[config.mk]
export PLATFORM = sky130hd
export DESIGN_NAME = cba_stream_accumulator
export DESIGN_NICKNAME = d
export VERILOG_FILES = /design/src/rtl/cba_pkg.sv /design/src/rtl/carry_bypass_adder.sv /design/src/rtl/cba_stream_accumulator.sv
export SDC_FILE = /design/constraint.sdc
export NUM_CORES = 1
export LEC_CHECK = 0
export BUFFER_PORTS_ARGS = -buffer_cell sky130_fd_sc_hd__buf_2
export CELL_PAD_IN_SITES_DETAIL_PLACEMENT = 1
export CELL_PAD_IN_SITES_GLOBAL_PLACEMENT = 1
export CORE_UTILIZATION = 39
export CTS_BUF_LIST = sky130_fd_sc_hd__clkbuf_2 sky130_fd_sc_hd__clkbuf_4 sky130_fd_sc_hd__clkbuf_8
export CTS_CLUSTER_SIZE = 12
export DETAILED_ROUTE_END_ITERATION = 10
export PLACE_DENSITY_LB_ADDON = 0.25
export REMOVE_ABC_BUFFERS = 1
export SYNTH_ARGS = -nofsm -noshare
export SYNTH_HDL_FRONTEND = slang
export SYNTH_HIERARCHICAL = 1
export SYNTH_SLANG_ARGS = --single-unit
[constraint.sdc]
create_clock -name clk -period 9.85 [get_ports clk]
set_clock_uncertainty 0.15 [all_clocks]
set_input_delay 2.955 -clock clk [delete_from_list [all_inputs] [get_ports clk]]
set_output_delay 2.955 -clock clk [all_outputs]
set_load 0.01 [all_outputs]
[src/rtl/cba_pkg.sv]
// Shared types and defaults for the carry-bypass stream accumulator.
package cba_pkg;

  typedef enum logic [0:0] {ACC, HOLD} cba_acc_state_t;

  localparam int DEFAULT_WIDTH = 16;
  localparam int DEFAULT_CNT_W = 8;

endpackage

[src/rtl/carry_bypass_adder.sv]
// Carry-bypass adder: ripple blocks of BLK bits whose carry-in skips the block
// when every bit in it propagates.
module carry_bypass_adder #(
  parameter int WIDTH = 16,
  parameter int BLK   = 4
) (
  input  logic [WIDTH-1:0] a,
  input  logic [WIDTH-1:0] b,
  input  logic             cin,
  output logic [WIDTH-1:0] sum,
  output logic             cout
);

  logic [WIDTH-1:0] s;
  logic             c;
  logic             blk_cin;
  logic             p_blk;

  always_comb begin
    s       = '0;
    c       = cin;
    blk_cin = cin;
    p_blk   = 1'b1;
    for (int i = 0; i < WIDTH; i++) begin
      s[i]  = a[i] ^ b[i] ^ c;
      c     = (a[i] & b[i]) | ((a[i] ^ b[i]) & c);
      p_blk = p_blk & (a[i] ^ b[i]);
      // Block boundary: a fully propagating block forwards its own carry-in.
      if (((i % BLK) == (BLK - 1)) || (i == (WIDTH - 1))) begin
        if (p_blk) c = blk_cin;
        blk_cin = c;
        p_blk   = 1'b1;
      end
    end
  end

  assign sum  = s;
  assign cout = c;

endmodule

[src/rtl/cba_stream_accumulator.sv]
// Packet accumulator behind a valid/ready stream; all addition goes through one
// carry_bypass_adder. Define CBA_ACC_SATURATE_EN to clamp the total at all-ones.
module cba_stream_accumulator
  import cba_pkg::*;
#(
  parameter int WIDTH = DEFAULT_WIDTH,
  parameter int CNT_W = DEFAULT_CNT_W
) (
  input  logic             clk,
  input  logic             rst,
  input  logic             in_valid,
  output logic             in_ready,
  input  logic [WIDTH-1:0] in_data,
  input  logic             in_last,
  output logic             out_valid,
  input  logic             out_ready,
  output logic [WIDTH-1:0] out_sum,
  output logic             out_carry,
  output logic [CNT_W-1:0] out_count
);

`ifdef CBA_ACC_SATURATE_EN
  localparam bit SAT_EN = 1'b1;
`else
  localparam bit SAT_EN = 1'b0;
`endif

  cba_acc_state_t   state_q, state_d;
  logic [WIDTH-1:0] acc_q, acc_d;
  logic             carry_q, carry_d;
  logic [CNT_W-1:0] count_q, count_d;
  logic [WIDTH-1:0] out_sum_q, out_sum_d;
  logic             out_carry_q, out_carry_d;
  logic [CNT_W-1:0] out_count_q, out_count_d;

  logic [WIDTH-1:0] add_sum;
  logic             add_cout;

  carry_bypass_adder #(.WIDTH(WIDTH)) u_adder (
    .a    (acc_q),
    .b    (in_data),
    .cin  (1'b0),
    .sum  (add_sum),
    .cout (add_cout)
  );

  function automatic logic [WIDTH-1:0] sat_acc(input logic [WIDTH-1:0] sum,
                                               input logic cout,
                                               input logic sticky);
    return (SAT_EN && (cout || sticky)) ? '1 : sum;
  endfunction

  function automatic logic [CNT_W-1:0] sat_inc(input logic [CNT_W-1:0] cnt);
    return (cnt == '1) ? cnt : cnt + 1'b1;
  endfunction

  always_comb begin
    state_d     = state_q;
    acc_d       = acc_q;
    carry_d     = carry_q;
    count_d     = count_q;
    out_sum_d   = out_sum_q;
    out_carry_d = out_carry_q;
    out_count_d = out_count_q;
    case (state_q)
      ACC: begin
        if (in_valid) begin
          acc_d   = sat_acc(add_sum, add_cout, carry_q);
          carry_d = carry_q | add_cout;
          count_d = sat_inc(count_q);
          if (in_last) begin
            out_sum_d   = acc_d;
            out_carry_d = carry_d;
            out_count_d = count_d;
            state_d     = HOLD;
          end
        end
      end
      HOLD: begin
        // Result registers stay put; only the running totals clear.
        if (out_ready) begin
          acc_d   = '0;
          carry_d = 1'b0;
          count_d = '0;
          state_d = ACC;
        end
      end
      default: state_d = ACC;
    endcase
  end

  always_ff @(posedge clk) begin
    if (rst) begin
      state_q     <= ACC;
      acc_q       <= '0;
      carry_q     <= 1'b0;
      count_q     <= '0;
      out_sum_q   <= '0;
      out_carry_q <= 1'b0;
      out_count_q <= '0;
    end else begin
      state_q     <= state_d;
      acc_q       <= acc_d;
      carry_q     <= carry_d;
      count_q     <= count_d;
      out_sum_q   <= out_sum_d;
      out_carry_q <= out_carry_d;
      out_count_q <= out_count_d;
    end
  end

  assign in_ready  = (state_q == ACC);
  assign out_valid = (state_q == HOLD);
  assign out_sum   = out_sum_q;
  assign out_carry = out_carry_q;
  assign out_count = out_count_q;

endmodule

==> flow_summary.ini <==
[synthesis]
muxShareOfSynthArea_pct = 1.36
synth_compound_area_share_pct = 17.4
yosysWarningCount = 6
synth_top_family_by_area = adder cells
ys_seq_elements = 51
synth_edf_count = 0
ys.flop_type = dfxtp_1
synthDistinctLibCells = 45
synthSimpleGateAreaFrac_pct = 16.3
ys_seq_area_share_pct = 38.2
synth_fa_ha_area_share_pct = 20.0
syn-cell-area_mm2 = 0.00267
async_reset_ff_share_pct = 0
syn_avg_cell_area_um2 = 9.24
netlist_instances = 289
synth_xor_xnor_area_share_pct = 0.984

[power]
pwr_density_cell_mw_per_mm2 = 167
ir_drop_uv = 66.6
power_uw = 519
power_leakage_nw = 1.33

[global_route]
grt_pass1_vias = 2341
overflow = 0
grt_antenna_before_repair = 0
grt_usage_pct = 19.0
grt_pass1_wl_um = 10900
grt_max_degree = 47

[layout]
antenna_cells = 0
fill_cells = 771
area_growth_pct = 16.3
final_common_cell = dfxtp_1
final_nets = 385
fin_cells = 409
drive_gt1_share_pct = 25.9
final_area_mm2 = 0.00311
final_core_util_pct = 47.9
mostFrequentLayoutCells = dfxtp_1, buf_2, nand2_1, a21oi_1, nor2_1

[timing]
slew_headroom_pct = 28.8
period_needed_ns = 9.56
drv_slew = 0
finalHoldViolCount = 0
period_share_pct = 97.0
holdWs_ns = 0.303
tightest_slew_ns = 1.07
fmax_mhz = 105
timing.setup.tns_ns = 0
rsz0062_at_grt = no
setup_viol = 0
fin_ws_ns = 0.295

[detailed_routing]
drc = 0
vias_per_cell = 5.34
drt_iter0_drc = 57
ant_nets = 0
firstDrtPassIters = 6
drt-total-wl_um = 6310
wl_per_cell_um = 15.4
vias = 2185

[placed_design]
place_area_mm2 = 0.00294
io_buffer_count = 47
dp_cells = 401
dp_worst_setup_slack_ns = -0.639
globalplace.congestion = 0.794
place_hpwl_um = 4500

[min_path]
holdCritStartpoint = out_sum[1]$_SDFFE_PP0P_
worst_hold_path.endpoint = out_sum[1]$_SDFFE_PP0P_
hp-class = flop to flop
hold_depth = 2

[setup_path]
reg2reg_from = acc_q[0]$_SDFFE_PP0P_
r2r_slack_ns = 2.68
critical_path_arrival_ns = 9.65
cp_max_fo = 2
cp.required_ns = 9.95
cp-start-kind = input port
rr_worst_depth = 27
path_class = input port to flop
rr_endpoint = acc_q[15]$_SDFFE_PP0P_
worstSetupEndpointType = flop

[flow_run]
max_cap_violations = 0

[cts]
hold_buffers = 0
clockBufferDepth = 2
tritoncts = done
clk_latency_ns = 0.31
cts_sinks = 51
cts-buffers-inserted = 5
clkSlewWorstSetupHoldPaths_ns = 0.10
cts_root_buf = clkbuf_8
cts_htree_levels = 2

[floorplan]
fp-row-count = 29
die_h_um = 84.8
start_util_pct = 41.1
ios = 48
dieArea_mm2 = 0.00718
die_w_um = 84.8
core_mm2 = 0.00649

[run_status]
status = finished clean
## power by group
group / internal (mW) / switching [mW]
Combinational: 0.0575 / 0.0685
Clock: 0.0824 / 0.0706
Sequential: 0.224 / 0.0158
Total: 0.364 / 0.155
## sequential cells by signal, summed over array words and instances (netlist names)
register	flops
count_q	8
acc_q	16
out_carry	1
carry_q	1
out_valid	1
out_sum	16
out_count	8
## how the worst max path moves through the flow
| stage | end | startpoint | slack [ns] |
|---|---|---|---|
| final | acc_q[15]$_SDFFE_PP0P_ | in_data[0] | 0.29 |
| after global routing | out_sum[15]$_SDFFE_PP0P_ | in_data[0] | 0.009 |
| after CTS | out_sum[15]$_SDFFE_PP0P_ | in_data[0] | 0.03 |
| after detailed placement | acc_q[15]$_SDFFE_PP0P_ | in_data[0] | -0.64 |
| after global placement | out_sum[15]$_SDFFE_PP0P_ | in_data[0] | -0.46 |
| after floorplan | acc_q[15]$_SDFFE_PP0P_ | in_data[0] | -0.18 |
## critical path, cell delays in order
cell and delay (ns):
buf_2 0.11, inv_2 0.06, fa_2 0.18, inv_1 0.05
fa_2 0.34, fa_2 0.34, fa_2 0.33, mux2_4 0.27
fa_2 0.34, fa_2 0.34, fa_2 0.34, fa_2 0.35
a41oi_2 0.19, nor2_1 0.08, fa_2 0.34, fa_2 0.35
fa_2 0.35, fa_2 0.34, nand2_1 0.06, nand2_1 0.07
fa_2 0.35, fa_2 0.35, fa_1 0.36, inv_1 0.08
fa_1 0.41, inv_1 0.08, a22oi_1 0.08, nor2_1 0.13
## layout make-up
cell class                      count  area, um^2  area share, %
Tap cell                           77        96.3           3.10
Timing Repair Buffer               53         280           9.02
Sequential cell                    51        1020           32.9
Inverter                           12        45.0           1.45
Clock buffer                        6        82.6           2.66
Clock inverter                      2        35.0           1.13
Multi-Input combinational cell    208        1550           49.8
## Yosys cell counts (2+ instances only)
library cell | number | share of area, %
dfxtp_1 | 51 | 38
nand2_1 | 43 | 6.0
a21oi_1 | 26 | 4.9
nor2_1 | 24 | 3.4
a22oi_1 | 18 | 5.1
ha_1 | 17 | 8.0
fa_1 | 16 | 12
inv_1 | 12 | 1.7
clkbuf_1 | 8 | 1.1
nand3_1 | 7 | 1.3
o21ai_0 | 7 | 1.3
buf_2 | 5 | 0.94
nand4_1 | 5 | 1.2
nor3_1 | 5 | 0.94
buf_4 | 4 | 1.1
o31ai_1 | 4 | 1.1
a31oi_1 | 3 | 0.70
nand2b_1 | 3 | 0.70
buf_6 | 2 | 0.84
o211ai_1 | 2 | 0.56
or2_1 | 2 | 0.47
xor2_1 | 2 | 0.66
## timing repair
action,CTS,global route
endpoints found under the hold margin,0,0
setup buffers,0,0
setup endpoints to repair,4,4
pin swaps,1,1
gates resized for setup,8,9
## logic make-up after synthesis
group	Yosys count
AO/OA/AOI/OAI	71
buffers and inverters	31
adder cells (fa/ha/maj)	33
multiplexers	3
other	1
AND/OR/NAND/NOR	96
XOR/XNOR	3
flip-flops	51
## metal layers
layer | vias to the layer above | GRT usage [%] | share of wire [%]
met5 | - | 0 | 0
met4 | 0 | 3.24 | 0.38
met3 | 2 | 3.74 | 3.0
met2 | 32 | 34.5 | 51
met1 | 1087 | 23.6 | 46
li1 | 1064 | - | -
Power figures use the tool's default switching activity.
